[src/rtl/alu_seq_flags_if.sv]
// Request/result handshake bundle for the sequential flag-keeping ALU.
interface alu_seq_flags_if #(
  parameter int unsigned WIDTH = 16
);

  // Request side
  logic             in_valid;
  logic             in_ready;
  logic [3:0]       op;
  logic [WIDTH-1:0] A;
  logic [WIDTH-1:0] B;
  logic             Cin;
  logic             clr_flags;

  // Result side
  logic             out_valid;
  logic             out_ready;
  logic [WIDTH-1:0] S;
  logic             Z;
  logic             N;
  logic             V;
  logic             C;

  // Requester / result consumer
  modport master (
    output in_valid, op, A, B, Cin, clr_flags, out_ready,
    input  in_ready, out_valid, S, Z, N, V, C
  );

  // The ALU itself
  modport slave (
    input  in_valid, op, A, B, Cin, clr_flags, out_ready,
    output in_ready, out_valid, S, Z, N, V, C
  );

endinterface

[src/rtl/alu_seq_flags.sv]
// Registered add/sub/logic/shift ALU with a persistent Z/N/V/C flag register.
// Single-cycle ops load at the accept edge; non-zero shifts iterate one bit
// per cycle and load on the edge the down-counter expires.
module alu_seq_flags #(
  parameter int unsigned WIDTH = 16
) (
  input  logic          clk,
  input  logic          rst_n,
  alu_seq_flags_if.slave bus
);

  localparam int unsigned SHW = $clog2(WIDTH);

  localparam logic [3:0] OP_ADD = 4'd0;
  localparam logic [3:0] OP_SUB = 4'd1;
  localparam logic [3:0] OP_ADC = 4'd2;
  localparam logic [3:0] OP_SBC = 4'd3;
  localparam logic [3:0] OP_AND = 4'd4;
  localparam logic [3:0] OP_OR  = 4'd5;
  localparam logic [3:0] OP_XOR = 4'd6;
  localparam logic [3:0] OP_SHL = 4'd8;
  localparam logic [3:0] OP_SHR = 4'd9;
  localparam logic [3:0] OP_SAR = 4'd10;

  typedef enum logic {
    ST_IDLE,
    ST_SHIFT
  } state_e;

  state_e           state;
  logic             out_valid_q;
  logic [WIDTH-1:0] s_q;
  logic             z_q;
  logic             n_q;
  logic             v_q;
  logic             c_q;
  logic [WIDTH-1:0] work_q;
  logic [SHW-1:0]   cnt_q;
  logic [3:0]       sh_op_q;
  logic             clr_q;

  logic             accept;
  logic [SHW-1:0]   amt;
  logic             is_shift;
  logic             carry_in;
  logic [WIDTH:0]   sum;
  logic [WIDTH-1:0] imm_s;
  logic             imm_zn_upd;
  logic             imm_z;
  logic             imm_n;
  logic             imm_v;
  logic             imm_c;
  logic [WIDTH-1:0] sh_next;
  logic             sh_out;

  assign bus.in_ready  = (state == ST_IDLE) && (!out_valid_q || bus.out_ready);
  assign bus.out_valid = out_valid_q;
  assign bus.S         = s_q;
  assign bus.Z         = z_q;
  assign bus.N         = n_q;
  assign bus.V         = v_q;
  assign bus.C         = c_q;

  assign accept   = bus.in_valid && bus.in_ready;
  assign amt      = bus.B[SHW-1:0];
  assign is_shift = (bus.op == OP_SHL) || (bus.op == OP_SHR) || (bus.op == OP_SAR);

  // Single-cycle result and flags from the request; carry ops read the stored C.
  always_comb begin
    carry_in   = 1'b0;
    sum        = '0;
    imm_s      = bus.A;
    imm_zn_upd = 1'b1;
    imm_v      = v_q;
    imm_c      = c_q;
    case (bus.op)
      OP_ADD, OP_ADC: begin
        carry_in = (bus.op == OP_ADC) ? c_q : bus.Cin;
        sum      = {1'b0, bus.A} + {1'b0, bus.B} + (WIDTH+1)'(carry_in);
        imm_s    = sum[WIDTH-1:0];
        imm_c    = sum[WIDTH];
        imm_v    = ~(bus.A[WIDTH-1] ^ bus.B[WIDTH-1]) & (bus.A[WIDTH-1] ^ sum[WIDTH-1]);
      end
      OP_SUB, OP_SBC: begin
        carry_in = (bus.op == OP_SBC) ? ~c_q : bus.Cin;
        sum      = {1'b0, bus.A} - {1'b0, bus.B} - (WIDTH+1)'(carry_in);
        imm_s    = sum[WIDTH-1:0];
        imm_c    = ~sum[WIDTH];
        imm_v    = (bus.A[WIDTH-1] ^ bus.B[WIDTH-1]) & (bus.A[WIDTH-1] ^ sum[WIDTH-1]);
      end
      OP_AND: begin
        imm_s = bus.A & bus.B;
        imm_v = 1'b0;
      end
      OP_OR: begin
        imm_s = bus.A | bus.B;
        imm_v = 1'b0;
      end
      OP_XOR: begin
        imm_s = bus.A ^ bus.B;
        imm_v = 1'b0;
      end
      OP_SHL, OP_SHR, OP_SAR: begin
        // Only reached as an immediate load when the amount is zero: pass A, keep C.
        imm_v = 1'b0;
      end
      default: begin
        imm_zn_upd = 1'b0;
      end
    endcase
    imm_z = imm_zn_upd ? (imm_s == '0) : z_q;
    imm_n = imm_zn_upd ? imm_s[WIDTH-1] : n_q;
  end

  // One-bit shift step of the working register and the bit leaving it.
  always_comb begin
    sh_next = {1'b0, work_q[WIDTH-1:1]};
    sh_out  = work_q[0];
    case (sh_op_q)
      OP_SHL: begin
        sh_next = {work_q[WIDTH-2:0], 1'b0};
        sh_out  = work_q[WIDTH-1];
      end
      OP_SAR: begin
        sh_next = {work_q[WIDTH-1], work_q[WIDTH-1:1]};
        sh_out  = work_q[0];
      end
      default: begin
        sh_next = {1'b0, work_q[WIDTH-1:1]};
        sh_out  = work_q[0];
      end
    endcase
  end

  // Control FSM with result, flag and shift registers.
  always_ff @(posedge clk or negedge rst_n) begin
    if (!rst_n) begin
      state       <= ST_IDLE;
      out_valid_q <= 1'b0;
      s_q         <= '0;
      z_q         <= 1'b0;
      n_q         <= 1'b0;
      v_q         <= 1'b0;
      c_q         <= 1'b0;
      work_q      <= '0;
      cnt_q       <= '0;
      sh_op_q     <= OP_SHL;
      clr_q       <= 1'b0;
    end else begin
      case (state)
        ST_IDLE: begin
          if (accept) begin
            if (is_shift && (amt != '0)) begin
              state       <= ST_SHIFT;
              work_q      <= bus.A;
              cnt_q       <= amt;
              sh_op_q     <= bus.op;
              clr_q       <= bus.clr_flags;
              out_valid_q <= 1'b0;
            end else begin
              s_q         <= imm_s;
              out_valid_q <= 1'b1;
              if (bus.clr_flags) begin
                z_q <= 1'b0;
                n_q <= 1'b0;
                v_q <= 1'b0;
                c_q <= 1'b0;
              end else begin
                z_q <= imm_z;
                n_q <= imm_n;
                v_q <= imm_v;
                c_q <= imm_c;
              end
            end
          end else if (out_valid_q && bus.out_ready) begin
            out_valid_q <= 1'b0;
          end
        end
        ST_SHIFT: begin
          work_q <= sh_next;
          cnt_q  <= cnt_q - SHW'(1);
          if (cnt_q == SHW'(1)) begin
            state       <= ST_IDLE;
            s_q         <= sh_next;
            out_valid_q <= 1'b1;
            if (clr_q) begin
              z_q <= 1'b0;
              n_q <= 1'b0;
              v_q <= 1'b0;
              c_q <= 1'b0;
            end else begin
              z_q <= (sh_next == '0);
              n_q <= sh_next[WIDTH-1];
              v_q <= 1'b0;
              c_q <= sh_out;
            end
          end
        end
        default: begin
          state <= ST_IDLE;
        end
      endcase
    end
  end

endmodule
[src/flat_wrapper.sv]
// flat-port wrapper written by rule: the top's interface ports become plain ports
module alu_seq_flags_flat 
#(
  parameter int unsigned WIDTH = 16
)
  (clk, rst_n, bus_in_valid, bus_op, bus_A, bus_B, bus_Cin, bus_clr_flags, bus_out_ready, bus_in_ready, bus_out_valid, bus_S, bus_Z, bus_N, bus_V, bus_C);
  alu_seq_flags_if #(.WIDTH(WIDTH)) bus_i ();
  input  logic clk;
  input  logic rst_n;
  input wire logic [$bits(bus_i.in_valid)-1:0] bus_in_valid;
  input wire logic [$bits(bus_i.op)-1:0] bus_op;
  input wire logic [$bits(bus_i.A)-1:0] bus_A;
  input wire logic [$bits(bus_i.B)-1:0] bus_B;
  input wire logic [$bits(bus_i.Cin)-1:0] bus_Cin;
  input wire logic [$bits(bus_i.clr_flags)-1:0] bus_clr_flags;
  input wire logic [$bits(bus_i.out_ready)-1:0] bus_out_ready;
  output wire logic [$bits(bus_i.in_ready)-1:0] bus_in_ready;
  output wire logic [$bits(bus_i.out_valid)-1:0] bus_out_valid;
  output wire logic [$bits(bus_i.S)-1:0] bus_S;
  output wire logic [$bits(bus_i.Z)-1:0] bus_Z;
  output wire logic [$bits(bus_i.N)-1:0] bus_N;
  output wire logic [$bits(bus_i.V)-1:0] bus_V;
  output wire logic [$bits(bus_i.C)-1:0] bus_C;
  assign bus_i.in_valid = bus_in_valid;
  assign bus_i.op = bus_op;
  assign bus_i.A = bus_A;
  assign bus_i.B = bus_B;
  assign bus_i.Cin = bus_Cin;
  assign bus_i.clr_flags = bus_clr_flags;
  assign bus_i.out_ready = bus_out_ready;
  assign bus_in_ready = bus_i.in_ready;
  assign bus_out_valid = bus_i.out_valid;
  assign bus_S = bus_i.S;
  assign bus_Z = bus_i.Z;
  assign bus_N = bus_i.N;
  assign bus_V = bus_i.V;
  assign bus_C = bus_i.C;
  alu_seq_flags #(.WIDTH(WIDTH)) u_core (.clk(clk), .rst_n(rst_n), .bus(bus_i));
endmodule
[config.mk]
export PLATFORM = sky130hd
export DESIGN_NAME = alu_seq_flags_flat
export DESIGN_NICKNAME = d
export VERILOG_FILES = /design/src/rtl/alu_seq_flags_if.sv /design/src/rtl/alu_seq_flags.sv /design/src/flat_wrapper.sv
export SDC_FILE = /design/constraint.sdc
export NUM_CORES = 1
export LEC_CHECK = 0
export CORE_MARGIN = 8
export CORE_UTILIZATION = 53
export CTS_CLUSTER_SIZE = 25
export DETAILED_ROUTE_END_ITERATION = 7
export MAX_ROUTING_LAYER = met4
export PLACE_DENSITY = 0.88
export SYNTH_ARGS = -nofsm -noshare
export SYNTH_HDL_FRONTEND = slang
export SYNTH_SLANG_ARGS = --single-unit
[constraint.sdc]
create_clock -name clk -period 7.65 [get_ports clk]
set_input_delay 0.765 -clock clk [delete_from_list [all_inputs] [get_ports clk]]
set_output_delay 0.765 -clock clk [all_outputs]
set_load 0.03 [all_outputs]
==> results of run 1 <==
sequential cells by signal, indices dropped and copies added, names as in the netlist:
signal / count
u_core.bus.C: 1
u_core.bus.N: 1
u_core.bus.S: 16
u_core.bus.V: 1
u_core.bus.Z: 1
u_core.bus.out_valid: 1
u_core.clr_q: 1
u_core.cnt_q: 4
u_core.sh_op_q: 4
u_core.state: 1
u_core.work_q: 16
area by class of cell:
| cell class | instances | share of cell area (%) |
|---|---|---|
| multi-input combinational | 523 | 60.5 |
| sequential | 47 | 19.5 |
| timing repair buffer | 70 | 11.2 |
| inverter | 62 | 3.85 |
| tap | 133 | 2.75 |
| clock buffer | 6 | 1.20 |
| clock inverter | 2 | 0.994 |
cells by family after synthesis:
family                   count (synthesis)  share of synthesized area (%)
adder cells (fa/ha/maj)                 68                           17.0
AND/OR/NAND/NOR                        203                           18.6
buffers and inverters                   92                           6.83
AO/OA/AOI/OAI                          209                           26.9
flip-flops                              47                           22.7
XOR/XNOR                                22                           3.72
multiplexers                            21                           4.25
power groups by stage:
stage	Combinational [uW]	Sequential, uW	Clock [uW]
after floorplan	491	518	0
after global placement	848	439	0
after detailed placement	861	442	0
after CTS	866	439	218
after global routing	951	453	229
final	873	442	214
cells in the final DEF (no fill, tap or decap), types with 13 or more instances in the layout:
cell type and instances:
sky130_fd_sc_hd__mux2i_1 13, sky130_fd_sc_hd__ha_1 64, sky130_fd_sc_hd__nand2_1 89, sky130_fd_sc_hd__o21ai_0 45
sky130_fd_sc_hd__nor3_1 14, sky130_fd_sc_hd__xnor2_1 14, sky130_fd_sc_hd__dfrtp_1 46, sky130_fd_sc_hd__clkdlybuf4s50_1 62
sky130_fd_sc_hd__nor2_1 37, sky130_fd_sc_hd__o211ai_1 13, sky130_fd_sc_hd__inv_1 62, sky130_fd_sc_hd__a21oi_1 50
synth_stat cells (all sizes together), types with 5 or more instances:
library cell / n / share of area [%]
nand2: 89 / 6.4
o31ai: 5 / 0.82
o22ai: 8 / 1.1
a211oi: 7 / 1.1
xnor2: 14 / 2.4
mux2: 8 / 1.7
dfrtp: 46 / 22
a221oi: 7 / 1.2
o221ai: 7 / 1.2
o21a: 12 / 1.7
nor4: 6 / 0.72
a21oi: 50 / 4.8
nand2b: 11 / 1.3
o21ai: 45 / 4.3
nor2: 37 / 2.7
ha: 64 / 15
mux2i: 13 / 2.5
nor2b: 9 / 1.1
a22oi: 11 / 1.6
inv: 62 / 4.5
a32oi: 5 / 0.84
a31oi: 7 / 0.84
nor3: 14 / 1.4
nand3: 8 / 0.77
a221o: 5 / 0.97
or3: 6 / 0.82
xor2: 8 / 1.4
clkbuf: 26 / 1.9
o211ai: 13 / 1.9
worst max-delay path by stage:
stage,startpoint,end,slack [ns],cells past startpoint
floorplan,bus_op[0],u_core.bus.Z,3.50,16
global placement,bus_op[2],u_core.bus.Z,2.20,16
detailed placement,bus_op[2],u_core.bus.Z,2.05,16
CTS,bus_op[2],u_core.bus.Z,2.34,16
global route,bus_op[2],u_core.bus.Z,1.89,16
finish,bus_op[2],u_core.bus.Z,2.15,16
routing by layer:
layer  vias up  global-route usage [%]  share of wire, %
li1       2474                       -                 -
met1      2510                    32.9                44
met2       243                    38.4                46
met3        49                    3.31               6.7
met4         0                    12.4               4.1
met5         -                       -                 0
per-stage QoR:
stage / power [uW] / instances
final: 1530 / 843
after global routing: 1630 / 843
after CTS: 1520 / 843
after detailed placement: 1300 / 835
after global placement: 1290 / 835
after floorplan: 1010 / 662
worst max-delay path: cells and delay by family:
kind	cells	cell delay [ns]
AO/OA/AOI/OAI	9	2.27
buffers and inverters	2	1.00
adder cells (fa/ha/maj)	2	0.60
XOR/XNOR	1	0.18
AND/OR/NAND/NOR	2	0.90
==> report_table.html, run 1 <==
<table>
<tr><th>Metric</th><th>Value</th></tr>
<tr><th colspan="2">Status</th></tr>
<tr><td>Outcome</td><td>completed</td></tr>
<tr><th colspan="2">STA</th></tr>
<tr><td>Setup total negative slack</td><td>0 ns</td></tr>
<tr><td>Skew final</td><td>between 0.004 and 0.005 ns</td></tr>
<tr><td>Final-report max-slew violation count</td><td>0</td></tr>
<tr><td>Post-Route Hold Slack</td><td>around 0.48 ns</td></tr>
<tr><td>Count of final hold-check violations</td><td>0</td></tr>
<tr><td>Transition time of the tightest slew-check pin</td><td>about 1.2 ns</td></tr>
<tr><td>Total setup violations reported at the end of the flow</td><td>0</td></tr>
<tr><td>Maximum achievable frequency</td><td>about 180 MHz</td></tr>
<tr><td>Setup ws final</td><td>around 2.2 ns</td></tr>
<tr><td>Post-route fraction of the period consumed by the critical path</td><td>between 70% and 80%</td></tr>
<tr><td>RSZ-0062 raised after global routing</td><td>no</td></tr>
<tr><td>Relative max-transition margin</td><td>around 17%</td></tr>
<tr><td>Clock period minus final worst setup slack</td><td>5.50 ns</td></tr>
<tr><th colspan="2">CTS</th></tr>
<tr><td>CTS clock-pin slew for the worst setup and hold paths</td><td>around 0.08 ns</td></tr>
<tr><td>Hold buffers post-CTS</td><td>0</td></tr>
<tr><td>Post-CTS setup buffers</td><td>0</td></tr>
<tr><td>Inserted Clock Buffers</td><td>5</td></tr>
<tr><td>Number of H-tree levels</td><td>2</td></tr>
<tr><td>Number of gates resized after CTS</td><td>0</td></tr>
<tr><td>Worst-Skew Late Latency</td><td>approximately 0.30 ns</td></tr>
<tr><td>Clk root buf</td><td>sky130_fd_sc_hd__clkbuf_8</td></tr>
<tr><td>CTS tree</td><td>built</td></tr>
<tr><td>CTS Buffer Depth</td><td>2</td></tr>
<tr><td>Clock sink count</td><td>47</td></tr>
<tr><th colspan="2">Cells and area</th></tr>
<tr><td>Register area</td><td>approximately 1200 um^2</td></tr>
<tr><td>Antenna fix cells</td><td>0</td></tr>
<tr><td>Filler cell count</td><td>slightly below 900</td></tr>
<tr><td>Area of the multi-input gates</td><td>approximately 3700 um^2</td></tr>
<tr><td>Final Instance Area</td><td>6040 um^2</td></tr>
<tr><td>Final-stage net count</td><td>around 820</td></tr>
<tr><td>Post-synthesis to final-layout area growth</td><td>16.5%</td></tr>
<tr><td>Fraction of layout cells with a size suffix above 1</td><td>under 10%</td></tr>
<tr><td>Post-route core utilization</td><td>a little over three fifths</td></tr>
<tr><th colspan="2">Synthesis</th></tr>
<tr><td>Total of flip-flops plus latches after synthesis</td><td>47</td></tr>
<tr><td>Most frequently used flop master after synthesis</td><td>sky130_fd_sc_hd__dfrtp_1</td></tr>
<tr><td>EDFF count, synth</td><td>0</td></tr>
<tr><td>Synth cell types</td><td>between 60 and 70</td></tr>
<tr><td>Proportion of register bits with asynchronous set or reset after synthesis</td><td>100%</td></tr>
<tr><td>Synthesized instance count</td><td>662</td></tr>
<tr><td>Share of synthesized area occupied by flip-flops and latches</td><td>between 20 and 25%</td></tr>
<tr><td>Combined area of all synthesized cells</td><td>5190 um^2</td></tr>
<tr><td>Warnings, synthesis</td><td>0</td></tr>
<tr><td>Syn Nets</td><td>approximately 770</td></tr>
<tr><td>Synthesized area per cell</td><td>between 7 and 8 um^2</td></tr>
<tr><th colspan="2">Floorplanning</th></tr>
<tr><td>Placeable core region</td><td>9640 um^2</td></tr>
<tr><td>Die Footprint</td><td>between 10000 and 15000 um^2</td></tr>
<tr><td>Width of the chip</td><td>between 100 and 150 um</td></tr>
<tr><td>Die Ht</td><td>roughly 110 um</td></tr>
<tr><td>Std-Cell Rows</td><td>36</td></tr>
<tr><td>Initial cell density of the core</td><td>53.8%</td></tr>
<tr><td>I/O pin cnt</td><td>64</td></tr>
<tr><th colspan="2">Global route</th></tr>
<tr><td>Antenna violations before repair</td><td>0</td></tr>
<tr><td>GRT Residual Overflow</td><td>0</td></tr>
<tr><td>Largest net degree at the start of global routing</td><td>48</td></tr>
<tr><td>Overall Global Routing Usage</td><td>about 25%</td></tr>
<tr><td>Wire length of the first global-routing pass</td><td>26.0 mm</td></tr>
<tr><td>Number of global-route vias before repair</td><td>5042</td></tr>
<tr><th colspan="2">Pwr</th></tr>
<tr><td>Internal Pwr Total</td><td>around 840 uW</td></tr>
<tr><td>Worst supply voltage drop on vdd</td><td>about 220 uV</td></tr>
<tr><td>Sequential Power Share</td><td>just under 30%</td></tr>
<tr><td>Clock group share of total power</td><td>~14%</td></tr>
<tr><td>Combinational power share</td><td>57.1%</td></tr>
<tr><td>Lkg Pwr</td><td>~0.0027 uW</td></tr>
<tr><td>Net switching power</td><td>roughly 690 uW</td></tr>
<tr><td>Cell area power density</td><td>253 nW/um^2</td></tr>
<tr><td>Sw Ratio</td><td>between 40% and 50%</td></tr>
<tr><th colspan="2">Worst hold path</th></tr>
<tr><td>Startpoint of the lowest-slack hold path</td><td>u_core.bus.S[11]</td></tr>
<tr><td>Depth of the worst hold-timing path</td><td>1</td></tr>
<tr><td>End of the worst hold path</td><td>u_core.bus.S[11]</td></tr>
<tr><td>Path category of the worst min-delay check</td><td>reg -&gt; reg</td></tr>
<tr><th colspan="2">Drt</th></tr>
<tr><td>Routed length per instance</td><td>around 19 um</td></tr>
<tr><td>Residual antenna-violating net count after detailed routing</td><td>0</td></tr>
<tr><td>Number of vias per cell</td><td>approximately 6.3</td></tr>
<tr><td>DRT Wirelength</td><td>16.4 mm</td></tr>
<tr><td>Number of DRC markers in iteration 0</td><td>approximately 640</td></tr>
<tr><td>Vias after detailed routing</td><td>about 5300</td></tr>
<tr><td>First-pass iteration count of the detailed router</td><td>7</td></tr>
<tr><td>DRC viols</td><td>0</td></tr>
<tr><th colspan="2">Worst setup path</th></tr>
<tr><td>Largest incremental delay on the critical path</td><td>approximately 0.94 ns</td></tr>
<tr><td>Arrival time at the worst endpoint</td><td>5.71 ns</td></tr>
<tr><td>Depth of the most critical reg-to-reg path</td><td>13</td></tr>
<tr><td>Class of the most critical setup path</td><td>in -&gt; reg</td></tr>
<tr><td>Kind of capture point of the worst setup path</td><td>register</td></tr>
<tr><td>R2r setup slk</td><td>about 4.0 ns</td></tr>
<tr><td>Reg2reg end</td><td>u_core.bus.Z</td></tr>
<tr><td>Req. time, crit path</td><td>between 7 and 8 ns</td></tr>
<tr><td>Highest fanout seen on the critical path</td><td>26</td></tr>
<tr><td>Crit path max-delay cell type</td><td>sky130_fd_sc_hd__clkdlybuf4s50_1</td></tr>
<tr><td>Launching element type of the critical path</td><td>input port</td></tr>
<tr><td>Cells along the critical path</td><td>clkdlybuf4s50_1 -&gt; nor2_1 -&gt; a21oi_1 -&gt; a31oi_1 -&gt; fa_1 -&gt; inv_1 -&gt; fa_1 -&gt; o21ai_0 -&gt; a211oi_1 -&gt; a21oi_1 -&gt; xor2_1 -&gt; o211ai_1 -&gt; o32a_1 -&gt; a2111oi_0 -&gt; nand4b_1 -&gt; o31ai_2</td></tr>
<tr><td>Worst reg2reg startpoint</td><td>u_core.bus.C</td></tr>
<tr><th colspan="2">Run</th></tr>
<tr><td>Number of max-cap violations</td><td>0</td></tr>
<tr><th colspan="2">Place</th></tr>
<tr><td>Global placement routability congestion</td><td>~0.98</td></tr>
<tr><td>Pre-CTS WS</td><td>roughly 2.1 ns</td></tr>
<tr><td>Input/output buffers</td><td>63</td></tr>
<tr><td>Cell area after placement</td><td>about 6000 um^2</td></tr>
<tr><td>Estimated wirelength of the detail-placed design</td><td>between 10 and 15 mm</td></tr>
</table>
No activity file was read; power rests on OpenSTA's default activity.
==> run 2: changes to the inputs <==
- CORE_UTILIZATION: 53 -> 52
- PLACE_DENSITY: 0.88 -> 0.89
- clock period: 7.65 -> 4.5 ns (I/O delays scaled with it)
==> run 2 against run 1 <==
Compared with the run above: final cell count rose by 1.5%; sequential power rose by 71%; count of clock-buffer cells in the layout did not move; hold slack got worse by 0.15 ns; critical path depth did not move; die area rose by 1.7%; register-to-register slack got worse by 3.1 ns; sequential share of layout area fell by 0.31 points; clock power rose by 72%; via count rose by 1.8%; first-iteration DRC count fell by 13%; worst setup slack got worse by 1.8 ns.
==> report_table.html, run 2 (synthesized netlist as in run 1, its figures left out) <==
<table>
<tr><th>Metric</th><th>Value</th></tr>
<tr><th colspan="2">Status</th></tr>
<tr><td>Outcome</td><td>completed (unchanged)</td></tr>
<tr><th colspan="2">Worst setup path</th></tr>
<tr><td>Worst reg2reg startpoint</td><td>u_core.bus.C (unchanged)</td></tr>
<tr><td>Highest fanout seen on the critical path</td><td>6 (was 26)</td></tr>
<tr><td>Arrival time at the worst endpoint</td><td>4.33 ns (was 5.71 ns)</td></tr>
<tr><td>Kind of capture point of the worst setup path</td><td>register (unchanged)</td></tr>
<tr><td>Launching element type of the critical path</td><td>input port (unchanged)</td></tr>
<tr><td>Depth of the most critical reg-to-reg path</td><td>13 (unchanged)</td></tr>
<tr><td>Reg2reg end</td><td>u_core.bus.Z (unchanged)</td></tr>
<tr><td>R2r setup slk</td><td>0.92 ns (was 3.97 ns)</td></tr>
<tr><td>Class of the most critical setup path</td><td>in -&gt; reg (unchanged)</td></tr>
<tr><td>Req. time, crit path</td><td>4.72 ns (was 7.86 ns)</td></tr>
<tr><th colspan="2">Global route</th></tr>
<tr><td>Number of global-route vias before repair</td><td>5255 (was 5042)</td></tr>
<tr><td>Largest net degree at the start of global routing</td><td>48 (unchanged)</td></tr>
<tr><td>GRT Residual Overflow</td><td>0 (unchanged)</td></tr>
<tr><td>Antenna violations before repair</td><td>0 (unchanged)</td></tr>
<tr><td>Overall Global Routing Usage</td><td>25.7% (was 25.4%)</td></tr>
<tr><td>Wire length of the first global-routing pass</td><td>26.7 mm (was 26.0 mm)</td></tr>
<tr><th colspan="2">Floorplanning</th></tr>
<tr><td>Die Footprint</td><td>13400 um^2 (was 13200 um^2)</td></tr>
<tr><td>I/O pin cnt</td><td>64 (unchanged)</td></tr>
<tr><td>Initial cell density of the core</td><td>53.3% (was 53.8%)</td></tr>
<tr><td>Std-Cell Rows</td><td>36 (unchanged)</td></tr>
<tr><td>Die Ht</td><td>116 um (was 115 um)</td></tr>
<tr><td>Placeable core region</td><td>9730 um^2 (was 9640 um^2)</td></tr>
<tr><td>Width of the chip</td><td>116 um (was 115 um)</td></tr>
<tr><th colspan="2">Cells and area</th></tr>
<tr><td>Post-synthesis to final-layout area growth</td><td>18.4% (was 16.5%)</td></tr>
<tr><td>Commonest cells after routing, fill and taps aside</td><td>89 x sky130_fd_sc_hd__nand2_1, 64 x sky130_fd_sc_hd__ha_1, 62 x sky130_fd_sc_hd__inv_1, 62 x sky130_fd_sc_hd__clkdlybuf4s50_1, 50 x sky130_fd_sc_hd__a21oi_1 (unchanged)</td></tr>
<tr><td>Non-filler instance count after layout</td><td>856 (was 843)</td></tr>
<tr><td>Final-stage net count</td><td>832 (was 819)</td></tr>
<tr><td>Filler cell count</td><td>883 (unchanged)</td></tr>
<tr><td>Antenna fix cells</td><td>0 (unchanged)</td></tr>
<tr><td>Most frequent standard cell in the layout excluding fill and tap cells</td><td>sky130_fd_sc_hd__nand2_1 (unchanged)</td></tr>
<tr><td>Fraction of layout cells with a size suffix above 1</td><td>6.50% (was 4.79%)</td></tr>
<tr><th colspan="2">CTS</th></tr>
<tr><td>Clock sink count</td><td>47 (unchanged)</td></tr>
<tr><td>Worst-Skew Late Latency</td><td>0.30 ns (about the same)</td></tr>
<tr><td>CTS clock-pin slew for the worst setup and hold paths</td><td>0.09 ns (was 0.08 ns)</td></tr>
<tr><td>CTS Buffer Depth</td><td>2 (unchanged)</td></tr>
<tr><td>Clk root buf</td><td>sky130_fd_sc_hd__clkbuf_8 (unchanged)</td></tr>
<tr><td>Hold buffers post-CTS</td><td>0 (unchanged)</td></tr>
<tr><td>Inserted Clock Buffers</td><td>5 (unchanged)</td></tr>
<tr><td>Post-CTS setup buffers</td><td>0 (unchanged)</td></tr>
<tr><td>Number of gates resized after CTS</td><td>0 (unchanged)</td></tr>
<tr><td>Number of H-tree levels</td><td>2 (unchanged)</td></tr>
<tr><td>CTS tree</td><td>built (unchanged)</td></tr>
<tr><th colspan="2">Drt</th></tr>
<tr><td>Vias after detailed routing</td><td>5369 (was 5276)</td></tr>
<tr><td>Residual antenna-violating net count after detailed routing</td><td>0 (unchanged)</td></tr>
<tr><td>Number of vias per cell</td><td>6.27 (was 6.26)</td></tr>
<tr><td>First-pass iteration count of the detailed router</td><td>6 (was 7)</td></tr>
<tr><td>DRT Wirelength</td><td>16.9 mm (was 16.4 mm)</td></tr>
<tr><td>Routed length per instance</td><td>19.7 um (was 19.4 um)</td></tr>
<tr><td>Number of DRC markers in iteration 0</td><td>553 (was 636)</td></tr>
<tr><td>DRC viols</td><td>0 (unchanged)</td></tr>
<tr><th colspan="2">STA</th></tr>
<tr><td>RSZ-0062 raised after global routing</td><td>no (unchanged)</td></tr>
<tr><td>Transition time of the tightest slew-check pin</td><td>1.21 ns (was 1.25 ns)</td></tr>
<tr><td>Maximum achievable frequency</td><td>roughly 240 MHz</td></tr>
<tr><td>Count of final hold-check violations</td><td>0 (unchanged)</td></tr>
<tr><td>Skew final</td><td>0.00804 ns (was 0.00493 ns)</td></tr>
<tr><td>Relative max-transition margin</td><td>18.7% (was 16.6%)</td></tr>
<tr><td>Final-report max-slew violation count</td><td>0 (unchanged)</td></tr>
<tr><td>Clock period minus final worst setup slack</td><td>roughly 4.1 ns</td></tr>
<tr><td>Total setup violations reported at the end of the flow</td><td>0 (unchanged)</td></tr>
<tr><td>Setup total negative slack</td><td>0 ns (unchanged)</td></tr>
<tr><td>Post-route fraction of the period consumed by the critical path</td><td>91.4%</td></tr>
<tr><th colspan="2">Worst hold path</th></tr>
<tr><td>Path category of the worst min-delay check</td><td>in -&gt; async (was reg -&gt; reg)</td></tr>
<tr><th colspan="2">Pwr</th></tr>
<tr><td>Lkg Pwr</td><td>0.00274 uW (was 0.00268 uW)</td></tr>
<tr><td>Total power after layout</td><td>2620 uW (was 1530 uW)</td></tr>
<tr><td>Worst supply voltage drop on vdd</td><td>444 uV (was 224 uV)</td></tr>
<tr><td>Cell area power density</td><td>427 nW/um^2 (was 253 nW/um^2)</td></tr>
<tr><th colspan="2">Run</th></tr>
<tr><td>Number of max-cap violations</td><td>0 (unchanged)</td></tr>
<tr><th colspan="2">Place</th></tr>
<tr><td>Global placement routability congestion</td><td>0.961 (was 0.980)</td></tr>
<tr><td>Total instance count after detailed placement</td><td>848 (was 835)</td></tr>
<tr><td>Estimated wirelength of the detail-placed design</td><td>13.0 mm (was 12.5 mm)</td></tr>
<tr><td>Input/output buffers</td><td>63 (unchanged)</td></tr>
</table>
run 2: layer usage:
metal | up-vias | wire length (um) | global-route usage, %
li1 | 2497 | - | -
met3 | 58 | 1390 | 3.07
met5 | - | 0 | -
met4 | 0 | 677 | 9.68
met1 | 2507 | 6820 | 31.6
met2 | 307 | 7990 | 42.4
run 2: stage by stage:
stage | hold slack [ns] | utilization (%) | instance area (um^2) | setup slack (ns)
floorplan | 0.154 | - | 5190 | 0.665
global placement | 0.465 | 61.7 | 6010 | 0.256
detailed placement | 0.473 | 61.7 | 6010 | 0.192
CTS | 0.360 | 63.1 | 6140 | 0.471
global route | 0.421 | 63.1 | 6140 | 0.106
finish | 0.336 | 63.1 | 6140 | 0.385
run 2: power by group:
part	switching, uW	internal (uW)
Combinational	888	607
Clock	146	222
Sequential	155	602
run 2: layout make-up:
class / count / area [um^2] / area share (%)
Sequential cell: 47 / 1180 / 19.2
Inverter: 62 / 233 / 3.79
Clock inverter: 2 / 60.1 / 0.978
Tap cell: 133 / 166 / 2.71
Multi-Input combinational cell: 523 / 3650 / 59.5
Clock buffer: 6 / 72.6 / 1.18
Timing Repair Buffer: 83 / 776 / 12.6
run 2: worst max-delay path by stage:
stage	startpoint	to	slack, ns	cells after the start
floorplan	bus_op[0]	u_core.bus.Z	0.66	16
global placement	bus_op[0]	u_core.bus.Z	0.26	16
detailed placement	bus_op[0]	u_core.bus.Z	0.19	16
CTS	bus_op[0]	u_core.bus.Z	0.47	16
global route	bus_op[0]	u_core.bus.Z	0.11	16
finish	bus_op[0]	u_core.bus.Z	0.39	16
run 2: worst max-delay path, cell delays in order:
cell and delay [ns]:
sky130_fd_sc_hd__clkdlybuf4s50_1 0.58, sky130_fd_sc_hd__and2_0 0.22, sky130_fd_sc_hd__a21oi_1 0.08, sky130_fd_sc_hd__a31oi_1 0.19, sky130_fd_sc_hd__fa_1 0.21, sky130_fd_sc_hd__inv_1 0.07, sky130_fd_sc_hd__fa_1 0.38, sky130_fd_sc_hd__o21ai_0 0.25
sky130_fd_sc_hd__a211oi_1 0.17, sky130_fd_sc_hd__a21oi_1 0.25, sky130_fd_sc_hd__xor2_1 0.21, sky130_fd_sc_hd__o211ai_1 0.12, sky130_fd_sc_hd__o32a_1 0.32, sky130_fd_sc_hd__a2111oi_0 0.45, sky130_fd_sc_hd__nand4b_1 0.18, sky130_fd_sc_hd__o31ai_2 0.19
